<file path="src/rtl/npu_input_framer.sv">
// npu_input_framer: buffers a valid/ready pixel stream and re-times it into
// gap-free, line-contiguous de/data bursts with horizontal and vertical
// blanking, using the upstream SOF mark to keep frames aligned.
module npu_input_framer #(
  parameter int H_ACTIVE   = 28,
  parameter int V_ACTIVE   = 28,
  parameter int H_BLANK    = 4,
  parameter int V_BLANK    = 2,
  parameter int FIFO_DEPTH = 32
) (
  input  logic                        clk,
  input  logic                        reset,
  input  logic                        s_valid,
  input  logic [7:0]                  s_data,
  input  logic                        s_sof,
  output logic                        s_ready,
  output logic                        de_out,
  output logic [7:0]                  data_out,
  output logic                        sof_out,
  output logic                        eol_out,
  output logic                        frame_done,
  output logic                        sof_err,
  output logic [$clog2(FIFO_DEPTH):0] fifo_level
);
  localparam int AW     = $clog2(FIFO_DEPTH);
  localparam int LW     = AW + 1;
  localparam int PW     = $clog2(H_ACTIVE);
  localparam int LNW    = $clog2(V_ACTIVE);
  localparam int VB_CYC = V_BLANK * (H_ACTIVE + H_BLANK);
  localparam int CW     = $clog2(VB_CYC + H_BLANK + 1);

  typedef enum logic [2:0] {SYNC, WAIT_LINE, ACTIVE, HBLANK, VBLANK} state_e;

  // FIFO: entry is {sof, pixel}
  logic [8:0]    mem_q [FIFO_DEPTH];
  logic [AW-1:0] wr_ptr_q, rd_ptr_q;
  logic [LW-1:0] level_q;
  logic          push, pop, fifo_empty;
  logic [8:0]    head;

  state_e         state_q, state_d;
  logic [PW-1:0]  pix_q, pix_d;
  logic [LNW-1:0] line_q, line_d;
  logic [CW-1:0]  blk_q, blk_d;
  logic           de_q, de_d, sof_q, sof_d, eol_q, eol_d, fd_q, fd_d, err_q, err_d;
  logic [7:0]     data_q, data_d;
  logic           first_px, last_px;

  // Ready looks only at the registered level, so a same-cycle pop never
  // lets a push into a full FIFO.
  assign s_ready    = (level_q < LW'(FIFO_DEPTH));
  assign push       = s_valid & s_ready;
  assign fifo_empty = (level_q == '0);
  assign head       = mem_q[rd_ptr_q];
  assign first_px   = (line_q == '0) && (pix_q == '0);
  assign last_px    = (pix_q == PW'(H_ACTIVE - 1));

  assign de_out     = de_q;
  assign data_out   = data_q;
  assign sof_out    = sof_q;
  assign eol_out    = eol_q;
  assign frame_done = fd_q;
  assign sof_err    = err_q;
  assign fifo_level = level_q;

  // Storage array; contents are don't-care after reset since pointers clear.
  always_ff @(posedge clk) begin
    if (push) mem_q[wr_ptr_q] <= {s_sof, s_data};
  end

  // FIFO pointers and occupancy; reset flushes the queue.
  always_ff @(posedge clk or negedge reset) begin
    if (!reset) begin
      wr_ptr_q <= '0;
      rd_ptr_q <= '0;
      level_q  <= '0;
    end else begin
      if (push) wr_ptr_q <= wr_ptr_q + 1'b1;
      if (pop)  rd_ptr_q <= rd_ptr_q + 1'b1;
      case ({push, pop})
        2'b10:   level_q <= level_q + 1'b1;
        2'b01:   level_q <= level_q - 1'b1;
        default: level_q <= level_q;
      endcase
    end
  end

  // Framing FSM: next state, pops and next output values.
  always_comb begin
    state_d = state_q;
    pix_d   = pix_q;
    line_d  = line_q;
    blk_d   = blk_q;
    pop     = 1'b0;
    de_d    = 1'b0;
    data_d  = data_q;
    sof_d   = 1'b0;
    eol_d   = 1'b0;
    fd_d    = 1'b0;
    err_d   = err_q;
    case (state_q)
      SYNC: begin
        pix_d  = '0;
        line_d = '0;
        blk_d  = '0;
        // Drop junk until a frame start sits at the head; keep that entry.
        if (!fifo_empty) begin
          if (head[8]) state_d = WAIT_LINE;
          else         pop     = 1'b1;
        end
      end
      WAIT_LINE: begin
        // A whole line must be queued so the burst cannot starve mid-line.
        if (level_q >= LW'(H_ACTIVE)) begin
          state_d = ACTIVE;
          pix_d   = '0;
        end
      end
      ACTIVE: begin
        if (!fifo_empty) begin
          if (head[8] && !first_px) begin
            // New frame arrived early: abandon this one, keep the SOF pixel.
            err_d   = 1'b1;
            state_d = SYNC;
          end else begin
            pop    = 1'b1;
            de_d   = 1'b1;
            data_d = head[7:0];
            sof_d  = first_px;
            eol_d  = last_px;
            if (last_px) begin
              pix_d = '0;
              blk_d = '0;
              if (line_q < LNW'(V_ACTIVE - 1)) begin
                line_d  = line_q + 1'b1;
                state_d = HBLANK;
              end else begin
                state_d = VBLANK;
              end
            end else begin
              pix_d = pix_q + 1'b1;
            end
          end
        end
      end
      HBLANK: begin
        if (blk_q == CW'(H_BLANK - 1)) begin
          blk_d   = '0;
          state_d = WAIT_LINE;
        end else begin
          blk_d = blk_q + 1'b1;
        end
      end
      VBLANK: begin
        fd_d = (blk_q == '0);
        if (blk_q == CW'(VB_CYC - 1)) begin
          blk_d   = '0;
          state_d = SYNC;
        end else begin
          blk_d = blk_q + 1'b1;
        end
      end
      default: state_d = SYNC;
    endcase
  end

  // FSM state and counters.
  always_ff @(posedge clk or negedge reset) begin
    if (!reset) begin
      state_q <= SYNC;
      pix_q   <= '0;
      line_q  <= '0;
      blk_q   <= '0;
    end else begin
      state_q <= state_d;
      pix_q   <= pix_d;
      line_q  <= line_d;
      blk_q   <= blk_d;
    end
  end

  // Registered video outputs; reset drops de_out immediately.
  always_ff @(posedge clk or negedge reset) begin
    if (!reset) begin
      de_q   <= 1'b0;
      data_q <= '0;
      sof_q  <= 1'b0;
      eol_q  <= 1'b0;
      fd_q   <= 1'b0;
      err_q  <= 1'b0;
    end else begin
      de_q   <= de_d;
      data_q <= data_d;
      sof_q  <= sof_d;
      eol_q  <= eol_d;
      fd_q   <= fd_d;
      err_q  <= err_d;
    end
  end

endmodule

</file>
<file path="config.mk">
export PLATFORM = sky130hd
export DESIGN_NAME = npu_input_framer
export DESIGN_NICKNAME = d
export VERILOG_FILES = /design/src/rtl/npu_input_framer.sv
export SDC_FILE = /design/constraint.sdc
export NUM_CORES = 1
export LEC_CHECK = 0
export ABC_CLOCK_PERIOD_IN_PS = 6450
export CORE_ASPECT_RATIO = 1.25
export CORE_MARGIN = 5
export CORE_UTILIZATION = 35
export DETAILED_ROUTE_END_ITERATION = 10
export PLACE_DENSITY = 0.49
export SETUP_SLACK_MARGIN = 0.05
export SYNTH_ARGS = -nofsm -noshare
export SYNTH_HDL_FRONTEND = slang
export SYNTH_SLANG_ARGS = --single-unit
</file>
<file path="constraint.sdc">
create_clock -name clk -period 6.45 [get_ports clk]
set_clock_uncertainty 0.1 [all_clocks]
set_input_delay 0.645 -clock clk [delete_from_list [all_inputs] [get_ports clk]]
set_output_delay 0.645 -clock clk [all_outputs]
set_load 0.01 [all_outputs]
</file>
==> results of run 1 <==
-- state kept, by name (all words and copies together) (netlist names) --
| signal | cells |
|---|---|
| line_q | 5 |
| mem_q | 288 |
| state_q | 3 |
| rd_ptr_q | 5 |
| frame_done | 1 |
| de_out | 1 |
| pix_q | 5 |
| sof_out | 1 |
| wr_ptr_q | 5 |
| eol_out | 1 |
| blk_q | 7 |
| data_out | 8 |
| sof_err | 1 |
| fifo_level | 6 |
-- worst max-delay path by stage --
stage | from | slack, ns | end | depth (start not counted)
floorplan | rd_ptr_q[1] | 3.02 | fifo_level[5] | 16
global placement | rd_ptr_q[2] | 2.04 | fifo_level[5] | 16
detailed placement | rd_ptr_q[2] | 1.85 | fifo_level[5] | 17
CTS | rd_ptr_q[2] | 1.81 | fifo_level[5] | 17
global route | rd_ptr_q[2] | 1.37 | fifo_level[5] | 17
finish | rd_ptr_q[2] | 1.79 | fifo_level[5] | 17
-- cells in the final DEF, fill, tap and decap left out, types with 12 or more instances in the layout --
cell and instances:
edfxtp_1 288, mux2_2 17, dfrtp_1 47, a21oi_1 13, nand3_1 18, ha_1 16
mux2i_1 14, clkbuf_16 36, nand2_1 33, clkdlybuf4s50_1 30, o21ai_0 12, nor2_1 53
inv_1 23, mux4_2 81
-- critical path: stages (launching register included) --
cell	delay, ns
dfrtp_1	0.86
buf_4	0.37
mux2i_1	0.23
a22oi_1	0.11
o311ai_0	0.14
nand2_1	0.23
o21ai_2	0.56
a2bb2oi_1	0.25
inv_1	0.11
ha_1	0.25
ha_1	0.26
a21o_1	0.18
a21oi_1	0.24
o21bai_1	0.09
a21oi_1	0.20
xnor2_1	0.14
nor2_1	0.07
xnor2_1	0.13
-- kinds of logic after synthesis --
| group | synth area share [%] |
|---|---|
| AND/OR/NAND/NOR | 4.71 |
| XOR/XNOR | 0.761 |
| flip-flops | 71.5 |
| AO/OA/AOI/OAI | 3.52 |
| adder cells (fa/ha/maj) | 1.59 |
| multiplexers | 15.9 |
| buffers and inverters | 2.02 |
-- power by group --
| part | internal, mW | switching, mW | leakage, nW |
|---|---|---|---|
| logic | 1.05 | 1.15 | 1.49 |
| registers | 2.55 | 0.239 | 3.21 |
| clock network | 1.16 | 0.824 | 0.557 |
-- metal layers --
metal  share of wire, %  up-vias  routed length (um)
met5                  0        -                   0
met4                3.4        0                1010
met3                3.8       56                1140
met2                 49      172               14700
met1                 43     3609               12900
li1                   -     3072                   -
-- stage by stage --
step | setup WS [ns] | area, um^2 | instances | hold WS, ns
after floorplan | 3.02 | 13800 | 750 | 0.249
after global placement | 2.04 | 14600 | 1250 | 0.368
after detailed placement | 1.85 | 14600 | 1250 | 0.364
after CTS | 1.81 | 15700 | 1313 | 0.171
after global routing | 1.37 | 15700 | 1313 | 0.214
final | 1.79 | 15700 | 1313 | 0.156
-- cell type report --
class                           instances  area (um^2)  share of cell area, %
Sequential cell                       337         9880                   62.8
Multi-Input combinational cell        354         3650                   23.2
Clock buffer                           43          937                   5.96
Tap cell                              498          623                   3.96
Timing Repair Buffer                   37          350                   2.23
Clock inverter                         20          186                   1.19
Inverter                               24         90.1                  0.573
==> impl_metrics.csv, run 1 <==
group,metric,value,unit
placed_design,portBuffers,31,
setup_path,start_kind,"flop",
timing,timing.setup.tns,0,ns
layout,num_antenna_cells,0,
routing,ant_nets,0,
routing,routed_wl,29.8,mm
logic_synthesis,netlist_top_cells_area,"edfxtp_1 63%, mux4_2 13%, dfrtp_1 8.9%, ha_1 1.4%, nor2_1 1.4%",
layout,drive_gt1_share,20.1,%
clock_tree,insertion_delay,0.52,ns
logic_synthesis,synth_seq_cells,337,
clock_tree,cts_made_buffers,35,
routing,drc_errors,0,
global_routing,use_met1,18.3,%
timing,slew_viol_final,0,
global_routing,antenna_found_initial,0,
setup_path,path_class,"flop to flop",
logic_synthesis,synth_edf_count,288,
clock_tree,cts_sinks,337,
logic_synthesis,synth_top_cell_area_share,62.6,%
global_routing,grt_max_degree,50,
clock_tree,cts_tree,"built",
global_routing,busiest_layer,"met2",
timing,hold_viol,0,
setup_path,crit_arrival,4.94,ns
logic_synthesis,syn_inst,750,
layout,syn2layout_area_growth,13.9,%
placed_design,dp_hpwl,19.7,mm
logic_synthesis,synthDistinctLibCells,62,
global_routing,grt_pass1_wl,46.0,mm
die,dieArea,43500,um^2
clock_tree,post-cts-setup-buffer-count,0,
global_routing,grt_pass1_vias,7323,
run_status,outcome,"completed",
setup_path,rr_worst_depth,17,
logic_synthesis,synth_area,13800,um^2
timing,rsz0062_at_grt,"false",
layout,fillers,3449,
logic_synthesis,synth_nets,779,
die,ioPinCount,32,
clock_tree,post_cts_resized,0,
global_routing,grt_overflow,0,
clock_tree,ctsHoldBuffers,0,
setup_path,r2r_slack,1.79,ns
global_routing,grt_use_met3,2.27,%
power,ir_drop,0.170,mV
setup_path,path_max_fanout,20,
setup_path,reg2reg_to,"fifo_level[5]",
clock_tree,cts-htree-levels,2,
logic_synthesis,ys.flop_type,"edfxtp_1",
logic_synthesis,synth_top_area_cell,"edfxtp_1",
timing,fmax,215,MHz
routing,via_per_inst,5.26,
logic_synthesis,ys_seq_area_share,71.5,%
timing,worstMarginPinSlew,1.29,ns
die,design.core.area,39100,um^2
clock_tree,cts-root-buf,"clkbuf_16",
layout,fin_util,40.2,%
power,power,6.98,mW
logic_synthesis,netlist_top_cells_count,"288 x edfxtp_1, 81 x mux4_2, 53 x nor2_1, 49 x dfrtp_1, 33 x nand2_1",
logic_synthesis,syn_avg_cell_area,18.4,um^2
routing,routedWlPerCell,22.7,um
logic_synthesis,synth_warnings,0,
clock_tree,clkTransAtPathRegs,0.06,ns
routing,dr.pass1.iters,4,
global_routing,track_usage,13.8,%
timing,relSlewSlack,13.6,%
logic_synthesis,synth_most_common_cell,"edfxtp_1",
clock_tree,clock_path_buffers,3,
timing,fin_crit_sh,72.3,%
power,power.density,444,nW/um^2
routing,initialDrtViolationCount,401,
timing,setup_viol,0,
global_routing,grtUsageMet2,23.0,%
setup_path,cp_data_required_time,6.73,ns
placed_design,gp_congestion,0.839,
die,rows,81,
logic_synthesis,synth_async_sr_flop_share,14.5,%
job,maxCapViolCount,0,
setup_path,endpoint_kind,"flop",
die,die_w,188,um
timing,period_needed,4.66,ns
min_path,hold_path_class,"input port to asynchronous set/reset pin",
routing,vias,6909,
power,leakage,5.25,nW
setup_path,r2r_start,"rd_ptr_q[2]",
die,start_util,35.3,%
layout,nNetsFinal,818,
die,die_height,232,um
Power figures use the tool's default switching activity.
==> inputs of run 2 (changes only) <==
--- a/config.mk
+++ b/config.mk
@@ -5,12 +5,12 @@
 export SDC_FILE = /design/constraint.sdc
 export NUM_CORES = 1
 export LEC_CHECK = 0
-export ABC_CLOCK_PERIOD_IN_PS = 6450
+export ABC_CLOCK_PERIOD_IN_PS = 3800
 export CORE_ASPECT_RATIO = 1.25
 export CORE_MARGIN = 5
 export CORE_UTILIZATION = 35
 export DETAILED_ROUTE_END_ITERATION = 10
-export PLACE_DENSITY = 0.49
+export PLACE_DENSITY = 0.51
 export SETUP_SLACK_MARGIN = 0.05
 export SYNTH_ARGS = -nofsm -noshare
 export SYNTH_HDL_FRONTEND = slang
==> constraint.sdc (replaced) <==
create_clock -name clk -period 3.8 [get_ports clk]
set_clock_uncertainty 0.1 [all_clocks]
set_input_delay 0.38 -clock clk [delete_from_list [all_inputs] [get_ports clk]]
set_output_delay 0.38 -clock clk [all_outputs]
set_load 0.01 [all_outputs]
==> impl_metrics.csv, run 2 (synthesized netlist as in run 1, its figures left out) <==
group,metric,value,unit
run_status,outcome,"completed",
clock_tree,cts-root-buf,"clkbuf_16",
timing,worstMarginPinSlew,1.24,ns
layout,num_antenna_cells,0,
routing,initialDrtViolationCount,511,
setup_path,r2r_slack,0.21,ns
layout,nNetsFinal,873,
clock_tree,clkTransAtPathRegs,0.07,ns
global_routing,track_usage,13.8,%
layout,fillers,3490,
timing,rsz0062_at_grt,"false",
layout,syn2layout_area_growth,17.0,%
routing,routedWlPerCell,21.7,um
timing,setup_viol,0,
die,ioPinCount,32,
layout,largest_register,"mem_q",
routing,drc_errors,0,
timing,fin_ws,0.207,ns
global_routing,grt_pass1_vias,7233,
power,power.density,745,nW/um^2
die,rows,81,
timing,hold_slack,0.306,ns
setup_path,start_kind,"flop",
die,start_util,35.3,%
timing,timing.setup.tns,0,ns
clock_tree,clock_path_buffers,3,
placed_design,postPlaceCellArea,15000,um^2
setup_path,path_cells,"buf_2, a2111oi_1, a221oi_1, a22o_1, or2_1, a2bb2oi_4, inv_1, ha_1, ha_1, a21o_1, a21oi_2, o21bai_1, a21oi_1, xnor2_1, nor2_1, xnor2_1",
routing,vias,6883,
timing,relSlewSlack,16.9,%
clock_tree,cts_made_buffers,36,
clock_tree,cts_tree,"built",
min_path,hold_path_class,"input port to asynchronous set/reset pin",
global_routing,grt_overflow,0,
timing,period_needed,3.59,ns
setup_path,endpoint_kind,"flop",
setup_path,crit_arrival,3.89,ns
routing,routed_wl,29.7,mm
setup_path,path_max_fanout,8,
setup_path,path_class,"flop to flop",
layout,final_common_cell,"edfxtp_1",
clock_tree,insertion_delay,0.52,ns
layout,largest_reg_flops,288,
layout,layout.cells.most_common_list,"288 x edfxtp_1, 81 x mux4_2, 56 x buf_4, 53 x nor2_1, 46 x dfrtp_1",
routing,ant_nets,0,
placed_design,gp_congestion,0.806,
setup_path,crit_path_top_delay_cell,"dfrtp_4",
layout,design_area,16200,um^2
timing,slew_viol_final,0,
die,design.core.area,39100,um^2
job,maxCapViolCount,0,
layout,fin_util,41.3,%
timing,fmax,278,MHz
die,die_height,232,um
routing,dr.pass1.iters,4,
layout,drive_gt1_share,25.1,%
global_routing,antenna_found_initial,0,
power,leakage,5.52,nW
placed_design,dpl_worst_slack,0.0621,ns
die,dieArea,43500,um^2
power,ir_drop,0.413,mV
placed_design,portBuffers,31,
die,die_w,188,um
setup_path,max_stage_delay,0.55,ns
placed_design,dp_hpwl,19.5,mm
global_routing,grt_max_degree,44,
timing,fin_crit_sh,94.6,%
timing,hold_viol,0,
clock_tree,cts_sinks,337,
global_routing,grt_pass1_wl,45.7,mm
clock_tree,cts-htree-levels,2,
routing,via_per_inst,5.04,
setup_path,cp_data_required_time,4.10,ns
[run 2: worst max-delay path, delay by kind of cell, from the launching register on]
kind,cells,cell delay (ns)
buffers and inverters,2,0.27
AND/OR/NAND/NOR,2,0.36
AO/OA/AOI/OAI,8,1.55
flip-flops,1,0.55
adder cells (fa/ha/maj),2,0.39
XOR/XNOR,2,0.26
[run 2: metrics by stage]
step | cells | power (mW)
6_report | 1367 | 12.0
2_1_floorplan | 750 | 7.43
3_3_place_gp | 1298 | 8.76
5_1_grt | 1367 | 12.7
4_1_cts | 1362 | 12.1
3_5_place_dp | 1298 | 8.77
[run 2: cell type report]
type | instances | area (um^2) | area share, %
flip-flops and latches | 337 | 9880 | 61.2
clock buffers | 45 | 935 | 5.79
multi-input cells | 354 | 3680 | 22.8
repair buffers | 91 | 772 | 4.78
clock inverters | 18 | 174 | 1.08
inverters | 24 | 90.1 | 0.558
well taps | 498 | 623 | 3.86
[run 2: path summary, 6_finish.rpt]
check                            startpoint             to  depth (start not counted)
worst max-delay path            rd_ptr_q[1]  fifo_level[5]                         16
worst min-delay path                  reset  fifo_level[4]                          2
worst max register to register  rd_ptr_q[1]  fifo_level[5]                         16
worst min register to register      sof_err        sof_err                          1
max in group asynchronous             reset    rd_ptr_q[1]                          3
min in group clk                    sof_err        sof_err                          1
[run 2: what timing repair did]
action / in CTS / in global routing
resized for setup: 1 / 6
pin swaps: 0 / 2
setup buffers: 0 / 5
endpoints found under the setup margin: 1 / 2
endpoints found under the hold margin: 25 / 0
hold buffers: 1 / 0
[run 2: power breakdown]
part	total, mW	internal (mW)	switching, mW
sequential	4.61	4.33	0.281
combinational	4.10	1.99	2.12
clock	3.32	1.90	1.42
[run 2: layer usage]
layer | vias up | wire length, um | GRT usage, %
met5 | - | 0 | 0
met4 | 0 | 656 | 4.13
met3 | 39 | 1250 | 2.30
met2 | 140 | 14500 | 22.8
met1 | 3526 | 13300 | 18.9
li1 | 3178 | - | -
==> inputs of run 3 (changes only) <==
--- a/config.mk
+++ b/config.mk
@@ -5,8 +5,7 @@
 export SDC_FILE = /design/constraint.sdc
 export NUM_CORES = 1
 export LEC_CHECK = 0
-export ABC_CLOCK_PERIOD_IN_PS = 3800
-export CORE_ASPECT_RATIO = 1.25
+export CORE_ASPECT_RATIO = 1.5
 export CORE_MARGIN = 5
 export CORE_UTILIZATION = 35
 export DETAILED_ROUTE_END_ITERATION = 10
==> impl_metrics.csv, run 3 (synthesized netlist as in run 1, its figures left out) <==
group,metric,value,unit
layout,largest_reg_flops,288,
clock_tree,cts_made_buffers,34,
layout,design_area,16200,um^2
setup_path,max_stage_delay,0.41,ns
die,dieArea,43600,um^2
setup_path,r2r_start,"rd_ptr_q[2]",
timing,setup_viol,0,
setup_path,endpoint,"fifo_level[5]",
layout,syn2layout_area_growth,17.2,%
placed_design,postPlaceCellArea,15000,um^2
timing,relSlewSlack,10.4,%
setup_path,path_class,"flop to flop",
setup_path,path_max_fanout,17,
die,start_util,35.2,%
timing,fmax,288,MHz
routing,routedWlPerCell,22.9,um
global_routing,antenna_found_initial,1,
die,rows,89,
layout,nNetsFinal,871,
setup_path,crit_arrival,3.78,ns
placed_design,dp_hpwl,20.5,mm
layout,layout.cells.most_common_list,"288 x edfxtp_1, 81 x mux4_2, 56 x buf_4, 53 x nor2_1, 46 x dfrtp_1",
setup_path,endpoint_kind,"flop",
global_routing,grt_pass1_vias,7361,
timing,slew_viol_final,0,
min_path,hold_start,"sof_err",
clock_tree,cts-root-buf,"clkbuf_16",
power,ir_drop,0.385,mV
global_routing,track_usage,14.5,%
routing,vias,7060,
placed_design,portBuffers,31,
setup_path,reg2reg_to,"fifo_level[5]",
routing,initialDrtViolationCount,677,
routing,via_per_inst,5.16,
timing,rsz0062_at_grt,"false",
setup_path,crit_start,"rd_ptr_q[2]",
timing,timing.setup.tns,0,ns
setup_path,crit_path_top_delay_cell,"dfrtp_2",
die,die_height,253,um
power,power.density,752,nW/um^2
global_routing,grt_max_degree,57,
global_routing,grt_overflow,0,
clock_tree,cts_tree,"built",
run_status,outcome,"completed",
clock_tree,cts-htree-levels,2,
global_routing,grt_pass1_wl,47.1,mm
setup_path,rr_worst_depth,17,
layout,fin_util,41.3,%
routing,ant_nets,0,
die,design.core.area,39200,um^2
layout,drive_gt1_share,24.9,%
setup_path,path_cells,"buf_12, nor2b_1, a2111oi_1, a221oi_1, a22o_1, or2_1, a2bb2oi_2, inv_1, ha_1, ha_1, a21o_1, a21oi_2, o21bai_1, a21oi_2, xnor2_1, nor2_1, xnor2_1",
min_path,whs_path_depth,1,
job,maxCapViolCount,0,
timing,hold_viol,0,
routing,drc_errors,0,
power,leakage,5.53,nW
timing,fin_crit_sh,91.4,%
clock_tree,clkTransAtPathRegs,0.06,ns
power,power,12.2,mW
setup_path,r2r_slack,0.33,ns
min_path,hold_path_class,"flop to flop",
clock_tree,clock_path_buffers,3,
die,die_w,172,um
timing,worstMarginPinSlew,1.34,ns
placed_design,gp_congestion,0.791,
routing,routed_wl,31.4,mm
routing,dr.pass1.iters,5,
setup_path,cp_data_required_time,4.10,ns
timing,period_needed,3.47,ns
layout,fillers,3518,
layout,largest_register,"mem_q",
layout,final_common_cell,"edfxtp_1",
clock_tree,insertion_delay,0.51,ns
die,ioPinCount,32,
clock_tree,cts_sinks,337,
setup_path,start_kind,"flop",
-- run 3: stage by stage --
step	setup WS, ns	std cells	hold slack [ns]
2_1_floorplan	0.367	750	-0.0156
3_3_place_gp	0.198	1299	0.347
3_5_place_dp	0.155	1299	0.350
4_1_cts	0.156	1361	0.369
5_1_grt	0.0601	1367	0.419
6_report	0.325	1368	0.367
-- run 3: layout make-up --
class                      count  area [um^2]  area share (%)
antenna                        1         2.50          0.0155
clock buffer                  47          993            6.14
clock inverter                14          113           0.696
inverter                      24         90.1           0.557
multi-input combinational    354         3670            22.7
timing repair buffer          91          801            4.95
tap                          500          626            3.87
sequential                   337         9880            61.1
-- run 3: worst min-delay path by stage --
stage,slack [ns],end
2_1_floorplan,-0.02,blk_q[0]
3_3_place_gp,0.35,sof_err
3_5_place_dp,0.35,sof_err
4_1_cts,0.37,sof_err
5_1_grt,0.42,sof_err
6_report,0.37,sof_err
-- run 3: where the power goes --
group	total, mW	leakage, nW	internal [mW]	switching, mW
clock network	3.32	0.538	1.96	1.36
registers	4.60	3.21	4.33	0.274
logic	4.24	1.79	2.01	2.23
-- run 3: critical path: cells and delay by family (launching register included) --
kind	cells	cell delay (ns)
and+or+nand+nor	3	0.40
DFF	1	0.41
AOI/OAI and AO/OA	8	1.53
xor gates and xnor gates	2	0.25
buffers and inverters	2	0.25
adders and majority gates	2	0.39
-- run 3: what timing repair did --
item / CTS / global route
endpoints found under the hold margin: 36 / 0
setup buffers: 0 / 5
setup endpoints to repair: 0 / 2
resized for setup: 0 / 5
hold buffers: 1 / 0
-- run 3: per-layer routing --
| layer | up-vias | global-route usage, % | routed length, um |
|---|---|---|---|
| met4 | 0 | 5.91 | 1270 |
| met3 | 53 | 2.01 | 1030 |
| li1 | 3178 | - | - |
| met2 | 141 | 24.8 | 16100 |
| met1 | 3688 | 18.6 | 13000 |
| met5 | - | 0 | 0 |
